<file path="src/rtl/encoder_pkg.sv">
// Shared definitions for the LightIO optical-link transmitter:
// default frame width, FSM encoding and Manchester polarity.
package encoder_pkg;

    localparam int LINK_FRAME_SIZE = 16;

    typedef enum logic [1:0] {
        IDLE  = 2'd0,
        START = 2'd1,
        DATA  = 2'd2,
        DONE  = 2'd3
    } state_t;

    // LED level during the first half of a '1' bit (IEEE 802.3: low then high).
    localparam logic MANCH_ONE_FIRST = 1'b0;

    function automatic logic first_half(input logic b);
        return b ? MANCH_ONE_FIRST : ~MANCH_ONE_FIRST;
    endfunction

endpackage

</file>
<file path="src/rtl/encoder_bit_timer.sv">
// Half-bit timer: counts HALF_BIT_CYCLES per half symbol and strobes at the
// end of each half (half_tick) and of each full bit (bit_tick).
module bit_timer
    import encoder_pkg::*;
#(
    parameter int HALF_BIT_CYCLES = 4
) (
    input  logic clock,
    input  logic reset,
    input  logic clear,
    input  logic run,
    output logic half_tick,
    output logic bit_tick
);

    localparam int CW = (HALF_BIT_CYCLES > 1) ? $clog2(HALF_BIT_CYCLES) : 1;
    localparam logic [CW-1:0] LAST = CW'(HALF_BIT_CYCLES - 1);

    logic [CW-1:0] cnt;
    logic          phase;

    always_ff @(posedge clock or negedge reset) begin
        if (!reset) begin
            cnt   <= '0;
            phase <= 1'b0;
        end else if (clear) begin
            cnt   <= '0;
            phase <= 1'b0;
        end else if (run) begin
            if (cnt == LAST) begin
                cnt   <= '0;
                phase <= ~phase;
            end else begin
                cnt <= cnt + 1'b1;
            end
        end
    end

    assign half_tick = run && (cnt == LAST);
    assign bit_tick  = half_tick && phase;

endmodule

</file>
<file path="src/rtl/encoder.sv">
// Serial optical-link transmitter: start symbol (one bit period high) followed
// by FRAME_SIZE Manchester-coded bits MSB first, then a one-cycle irq.
module encoder
    import encoder_pkg::*;
#(
    parameter int FRAME_SIZE      = LINK_FRAME_SIZE,
    parameter int HALF_BIT_CYCLES = 4
) (
    input  logic                  clock,
    input  logic                  reset,
    input  logic [FRAME_SIZE-1:0] data,
    input  logic                  enable,
    output logic                  led,
    output logic                  irq
);

    localparam int BW = $clog2(FRAME_SIZE + 1);
    localparam logic [BW-1:0] LAST_BIT = BW'(FRAME_SIZE - 1);

    state_t                state, state_nx;
    logic [FRAME_SIZE-1:0] shreg, shreg_nx;
    logic [BW-1:0]         bit_idx, bit_idx_nx;
    logic                  led_nx, irq_nx;
    logic                  start, run, half_tick, bit_tick;

    assign start = (state == IDLE) && enable;
    assign run   = (state == START) || (state == DATA);

    bit_timer #(.HALF_BIT_CYCLES(HALF_BIT_CYCLES)) u_timer (
        .clock     (clock),
        .reset     (reset),
        .clear     (start),
        .run       (run),
        .half_tick (half_tick),
        .bit_tick  (bit_tick)
    );

    always_ff @(posedge clock or negedge reset) begin
        if (!reset) begin
            state   <= IDLE;
            shreg   <= '0;
            bit_idx <= '0;
            led     <= 1'b0;
            irq     <= 1'b0;
        end else begin
            state   <= state_nx;
            shreg   <= shreg_nx;
            bit_idx <= bit_idx_nx;
            led     <= led_nx;
            irq     <= irq_nx;
        end
    end

    // led is registered, so each transition loads the level for the next cycle.
    always_comb begin
        state_nx   = state;
        shreg_nx   = shreg;
        bit_idx_nx = bit_idx;
        led_nx     = led;
        irq_nx     = 1'b0;
        case (state)
            IDLE: begin
                led_nx = 1'b0;
                if (enable) begin
                    state_nx   = START;
                    shreg_nx   = data;
                    bit_idx_nx = '0;
                    led_nx     = 1'b1;
                end
            end
            START: begin
                if (bit_tick) begin
                    state_nx = DATA;
                    led_nx   = first_half(shreg[FRAME_SIZE-1]);
                end
            end
            DATA: begin
                if (bit_tick) begin
                    shreg_nx = shreg << 1;
                    if (bit_idx == LAST_BIT) begin
                        state_nx = DONE;
                        led_nx   = 1'b0;
                        irq_nx   = 1'b1;
                    end else begin
                        bit_idx_nx = bit_idx + 1'b1;
                        led_nx     = first_half(shreg_nx[FRAME_SIZE-1]);
                    end
                end else if (half_tick) begin
                    led_nx = ~led;
                end
            end
            DONE: begin
                state_nx = IDLE;
                led_nx   = 1'b0;
            end
            default: state_nx = IDLE;
        endcase
    end

endmodule

</file>
<file path="config.mk">
export PLATFORM = sky130hd
export DESIGN_NAME = encoder
export DESIGN_NICKNAME = d
export VERILOG_FILES = /design/src/rtl/encoder_pkg.sv /design/src/rtl/encoder_bit_timer.sv /design/src/rtl/encoder.sv
export SDC_FILE = /design/constraint.sdc
export NUM_CORES = 1
export LEC_CHECK = 0
export CAP_MARGIN = 10
export CELL_PAD_IN_SITES_DETAIL_PLACEMENT = 1
export CELL_PAD_IN_SITES_GLOBAL_PLACEMENT = 1
export CORE_MARGIN = 3
export CORE_UTILIZATION = 45
export DETAILED_ROUTE_END_ITERATION = 16
export PLACE_DENSITY_LB_ADDON = 0.1
export SYNTH_ARGS = -nofsm -noshare
export SYNTH_HDL_FRONTEND = slang
export SYNTH_HIERARCHICAL = 1
export SYNTH_SLANG_ARGS = --single-unit
</file>
<file path="constraint.sdc">
create_clock -name clock -period 3.4 [get_ports clock]
set_clock_uncertainty 0.15 [all_clocks]
set_input_delay 0.51 -clock clock [delete_from_list [all_inputs] [get_ports clock]]
set_output_delay 0.51 -clock clock [all_outputs]
set_load 0.005 [all_outputs]
</file>
==> results of run 1 <==
==> placed cells by master (no fill, tap or decap), types with 4 or more instances in the layout <==
master,instances
clkdlybuf4s50_1,20
dfrtp_1,28
ha_1,7
inv_1,11
mux2_2,23
mux2_4,9
mux2i_1,5
nand2b_1,5
nor2_1,4
==> logic make-up after synthesis <==
logic type / after synthesis / synth area share
adders and majority gates: 7 / 0.0548
muxes: 38 / 0.286
DFF: 28 / 0.438
buffers and inverters: 15 / 0.0571
and+or+nand+nor: 26 / 0.100
AOI/OAI and AO/OA: 13 / 0.0634
==> worst max-delay path, delay by kind of cell, from the launching register on <==
family | cells | cell delay (ns)
compound gates | 1 | 0.56
simple gates | 1 | 0.35
mux | 1 | 0.40
fa+ha+maj | 1 | 0.38
buf+inv | 2 | 0.22
flops | 1 | 0.39
==> power by group <==
| part | internal, mW | switching [mW] |
|---|---|---|
| combinational | 0.0191 | 0.00991 |
| sequential | 0.333 | 0 |
| clock | 0.0657 | 0.104 |
| total | 0.418 | 0.114 |
==> area by class of cell <==
| type | instances | area, um2 |
|---|---|---|
| clock buffer | 4 | 36.3 |
| fill | 341 | 1530 |
| inverter | 11 | 41.3 |
| multi-input combinational | 84 | 807 |
| sequential | 28 | 701 |
| tap | 46 | 57.6 |
| timing repair buffer | 22 | 215 |
==> per-stage QoR <==
step / worst slack [ns] / instance area, um2 / hold WS, ns / power [mW] / instances
3_3_place_gp: 0.969 / 1820 / 0.336 / 0.369 / 191
6_report: 0.859 / 1860 / 0.372 / 0.532 / 195
4_1_cts: 0.843 / 1860 / 0.375 / 0.537 / 195
3_5_place_dp: 0.869 / 1820 / 0.346 / 0.369 / 191
5_1_grt: 0.707 / 1860 / 0.398 / 0.549 / 195
2_1_floorplan: 1.29 / 1600 / 0.0644 / 0.340 / 127
==> layer usage <==
metal,vias up,global-route usage
li1,494,-
met1,504,0.229
met2,16,0.243
met3,4,0.0205
met4,0,0.0389
met5,-,0
==> state kept, by name, indices dropped and copies added, names as in the netlist <==
name / flops
bit_idx: 5
led: 1
shreg: 16
u_timer/cnt: 2
u_timer/phase: 1
state: 2
irq: 1
==> final timing paths <==
check | start | end | slack, ns | cells after the start
setup / recovery | state[1] | shreg[13] | 0.86 | 6
hold reg to reg | bit_idx[0] | bit_idx[0] | 0.37 | 1
max in group asynchronous | reset | state[0] | 2.45 | 2
setup reg to reg | state[1] | shreg[13] | 0.86 | 6
hold / removal | bit_idx[0] | bit_idx[0] | 0.37 | 1
min in group asynchronous | reset | shreg[5] | 0.38 | 2
==> results.md, run 1 <==
- Max Slew Vio Count: 0
- Total negative slack: 0 ns
- Fin util: 0.548
- Number of post-CTS setup repair buffers: 0
- Clock transition at path regs: 0.16 ns
- WS Path Type: flop to flop
- Tcrit/Tclk final: 0.747
- Chip width: 65.6 um
- Crit start category: flop
- Synthesized area: 1600 um2
- Die Span Y: 65.6 um
- Crit. End Element: flop
- Syn nets: 153
- Leakage: 0.922 nW
- Largest net degree at the start of global routing: 29
- Clk root buf: clkbuf_4
- CTS resizes: 0
- CTS tree: built
- Cell Rows: 21
- Synth top cells by count: 28 x dfrtp_1, 23 x mux2_2, 11 x inv_1
- Post-layout minimum cycle time: 2.54 ns
- Drt wl/cell: 15.7 um
- Met3 WL: 68 um
- DR iter-0 viols: 38
- Min-Delay Path Class: flop to flop
- Core ar.: 3390 um2
- Area growth syn-to-layout: 16.2%
- Clk buf depth: 2
- Crit-path max FO: 16
- Flops & latches, synth: 28
- Synth top area share: 0.438
- # port buffers: 20
- M1 wire length: 1530 um
- Routed WL: 3050 um
- Mapped Cells: 127
- Maxcap violations: 0
- Top routing layer used: met4
- Dpl hpwl: 2270 um
- Diode count: 0
- Most frequent CP cell: inv_1
- RSZ-0062 raised after global routing: false
- Slew headroom: 0.575
- Share of layout cells above drive strength 1: 0.282
- Initial antenna violation count: 0
- Final ANT Viol Nets: 0
- Arrival time worst endpoint: 2.64 ns
- Final GP Congestion: 0.784
- Clk_lat worst skew: 0.34 ns
- Clock buffers created by TritonCTS: 3
- Vias in the first global route: 1042
- Final setup viols: 0
- PD cells: 286 nW/um2
- Main synth FF type: dfrtp_1
- Initial core utilization: 0.472
- Clk sinks: 28
- First-pass GRT wire length: 5180 um
- Top post-synthesis cells by area: dfrtp_1 44%, mux2_2 16%, mux2_4 8.5%, ha_1 5.5%, mux2i_1 3.1%
- Ys Warns: 6
- CP Data Required Time: 3.50 ns
- Hold-fix buffers, CTS: 0
- Yosys top cell by area: dfrtp_1
- TritonRoute pass-1 iters: 3
- Mean post-synth cell area: 12.6 um2
- Final Hold Vio Count: 0
- Nets: 176
- Peak supply drop: 0.161 mV
- Die area: 4300 um2
- H-tree Lvls: 1
- Fmax: 0.394 GHz
- Status: completed
- Via density: 5.22
- Largest stage delay, worst path: 0.56 ns
- Dominant cell by count in the synthesized netlist: dfrtp_1
- Netlist cell types: 33
- Met2 wire length: 1430 um
- Seq/Total Area, Yosys: 0.438
- Via count: 1018
- Worst-Margin Slew: 0.636 ns
- Critical-path cell list: inv_1 -> ha_1 -> and3_1 -> inv_1 -> a21oi_4 -> mux2_2
- Slowest CP cell: a21oi_4
- FFs w/ async S/R, synth: 1.00
- Post-route DRC violation count: 0
- Boundary pin count: 21
- EDFF count, synth: 0
- GRT Total Usage: 0.156
- Aggregate global routing overflow: 0
(Power assumes the default switching activity.)
==> run 2, diff against run 1 <==
Settings changed: CORE_UTILIZATION 45 to 40.
Clock period 3.4 ns to 2.3 ns, I/O delays scaled along.
==> results.md, run 2 (synthesis gave the netlist of run 1 again) <==
- Status: completed
- Design area: 1940 um2
- CP Data Required Time: 2.32 ns
- TritonRoute pass-1 iters: 3
- Largest stage delay, worst path: 0.38 ns
- Slew headroom: 0.747
- Peak supply drop: 0.264 mV
- Placed insts: 197
- First-pass GRT wire length: 5460 um
- Sw power: 0.172 mW
- Core ar.: 3740 um2
- Min-Delay Path Class: primary input to asynchronous set/reset pin
- Arrival time worst endpoint: 2.17 ns
- CTS tree: built
- Crit start category: flop
- Clock buffers created by TritonCTS: 3
- Initial core utilization: 0.427
- Clk root buf: clkbuf_8
- Final GP Congestion: 0.721
- P_int: 0.754 mW
- Post-route insts no fill: 201
- Dpl hpwl: 2320 um
- Clk buf depth: 2
- Top routing layer used: met4
- Via count: 1011
- Hold-fix buffers, CTS: 0
- Comb power frac: 0.048
- Chip width: 69.2 um
- Crit. End Element: flop
- Met3 WL: 77 um
- Final Hold Vio Count: 0
- Crit-path leading delay family: flip-flops
- Most frequent cells in the layout: 28 x dfrtp_1, 23 x mux2_2, 20 x clkdlybuf4s50_1
- Largest net degree at the start of global routing: 29
- PD cells: 478 nW/um2
- # port buffers: 20
- Most frequent CP cell: inv_1
- Vias in the first global route: 1140
- Worst path buffer plus inverter count: 3
- RSZ-0062 raised after global routing: false
- Commonest non-fill, non-tap cell in the layout: dfrtp_1
- M1 wire length: 1480 um
- GRT Total Usage: 0.138
- Post-route DRC violation count: 0
- Share of layout cells above drive strength 1: 0.301
- Leakage: 0.960 nW
- Flop pwr share: 0.531
- Critical-path cell list: inv_1 -> ha_1 -> and3_1 -> inv_1 -> a21oi_4 -> buf_12 -> mux2_4
- Final ANT Viol Nets: 0
- Placed cell area: 1870 um2
- DR iter-0 viols: 18
- CTS resizes: 0
- Sw frac: 0.185
- Clock transition at path regs: 0.10 ns
- Crit-path max FO: 10
- Diode count: 0
- Aggregate global routing overflow: 0
- Fmax: 0.465 GHz
- Clk sinks: 28
- Routed WL: 3090 um
- Worst R2R Start: state[1]
- Number of post-CTS setup repair buffers: 0
- Maxcap violations: 0
- Final setup viols: 0
- Clock power share: 0.421
- Slowest CP cell: dfrtp_1
- Fin util: 0.518
- Initial antenna violation count: 0
- Tcrit/Tclk final: 0.936
- Nets: 180
- Number of flip-flops in the largest register: 16
- Clk_lat worst skew: 0.27 ns
- Total negative slack: 0 ns
- Worst Setup SP: state[1]
- Die area: 4790 um2
- Via density: 5.03
- Met2 wire length: 1490 um
- Area growth syn-to-layout: 21.2%
- Worst-Margin Slew: 0.372 ns
- Max Slew Vio Count: 0
- Biggest regs: shreg: 16 flops, bit_idx: 5 flops
- WS Path Type: flop to flop
- Largest reg by FF count: shreg
- Cell Rows: 22
- Die Span Y: 69.2 um
- H-tree Lvls: 1
- Post-layout minimum cycle time: 2.15 ns
- Boundary pin count: 21
- Drt wl/cell: 15.4 um
==> run 2: cell count changes in the layout (fill, tap and decap cells not counted), sizes merged <==
cell,previous run,this run
bufinv,0,1
buf,2,6
clkbuf,4,3
==> run 2: layout make-up <==
cell class              count  area [um2]
clock buffers               3        41.3
repair buffers             26         258
fillers                   399        1810
clock inverters             1        30.0
inverters                  11        41.3
multi-input cells          84         807
flip-flops and latches     28         701
well taps                  48        60.1
==> run 2: through the flow <==
step / setup WS, ns / power [mW] / hold WS, ns
CTS: 0.127 / 0.941 / 0.305
global route: 0.0558 / 0.964 / 0.319
global placement: 0.226 / 0.546 / 0.342
detailed placement: 0.136 / 0.547 / 0.344
floorplan: 0.194 / 0.503 / -0.101
finish: 0.148 / 0.926 / 0.281
==> run 2: worst reg2reg max path, stage by stage (launching register included) <==
cell     delay (ns)
dfrtp_1        0.38
inv_1          0.09
ha_1           0.37
and3_1         0.21
inv_1          0.08
a21oi_4        0.29
buf_12         0.19
mux2_4         0.30
==> run 2: power by group through the flow <==
stage / Combinational, mW / Sequential (mW) / Clock (mW)
detailed placement: 0.0453 / 0.502 / 0
floorplan: 0.00102 / 0.502 / 0
finish: 0.0441 / 0.492 / 0.390
global placement: 0.0447 / 0.502 / 0
global route: 0.0483 / 0.492 / 0.423
CTS: 0.0456 / 0.492 / 0.403
==> run 2: path summary, 6_finish.rpt <==
path	end	slack [ns]	cells after the start
setup / recovery	shreg[10]	0.15	7
hold / removal	bit_idx[3]	0.28	2
setup reg to reg	shreg[10]	0.15	7
hold reg to reg	shreg[6]	0.36	1
max in group asynchronous	led	1.44	2
min in group clock	shreg[6]	0.36	1
==> run 2: layer usage <==
metal,up-vias,global-route usage
li1,498,-
met1,495,0.180
met2,14,0.229
met3,4,0.0304
met4,0,0.0434
met5,-,0
==> run 3, diff against run 2 <==
Settings changed: ABC_CLOCK_PERIOD_IN_PS from default to 2300.
==> results of run 3 <==
The final DEF is identical to that of run 2; final timing and power are the same.
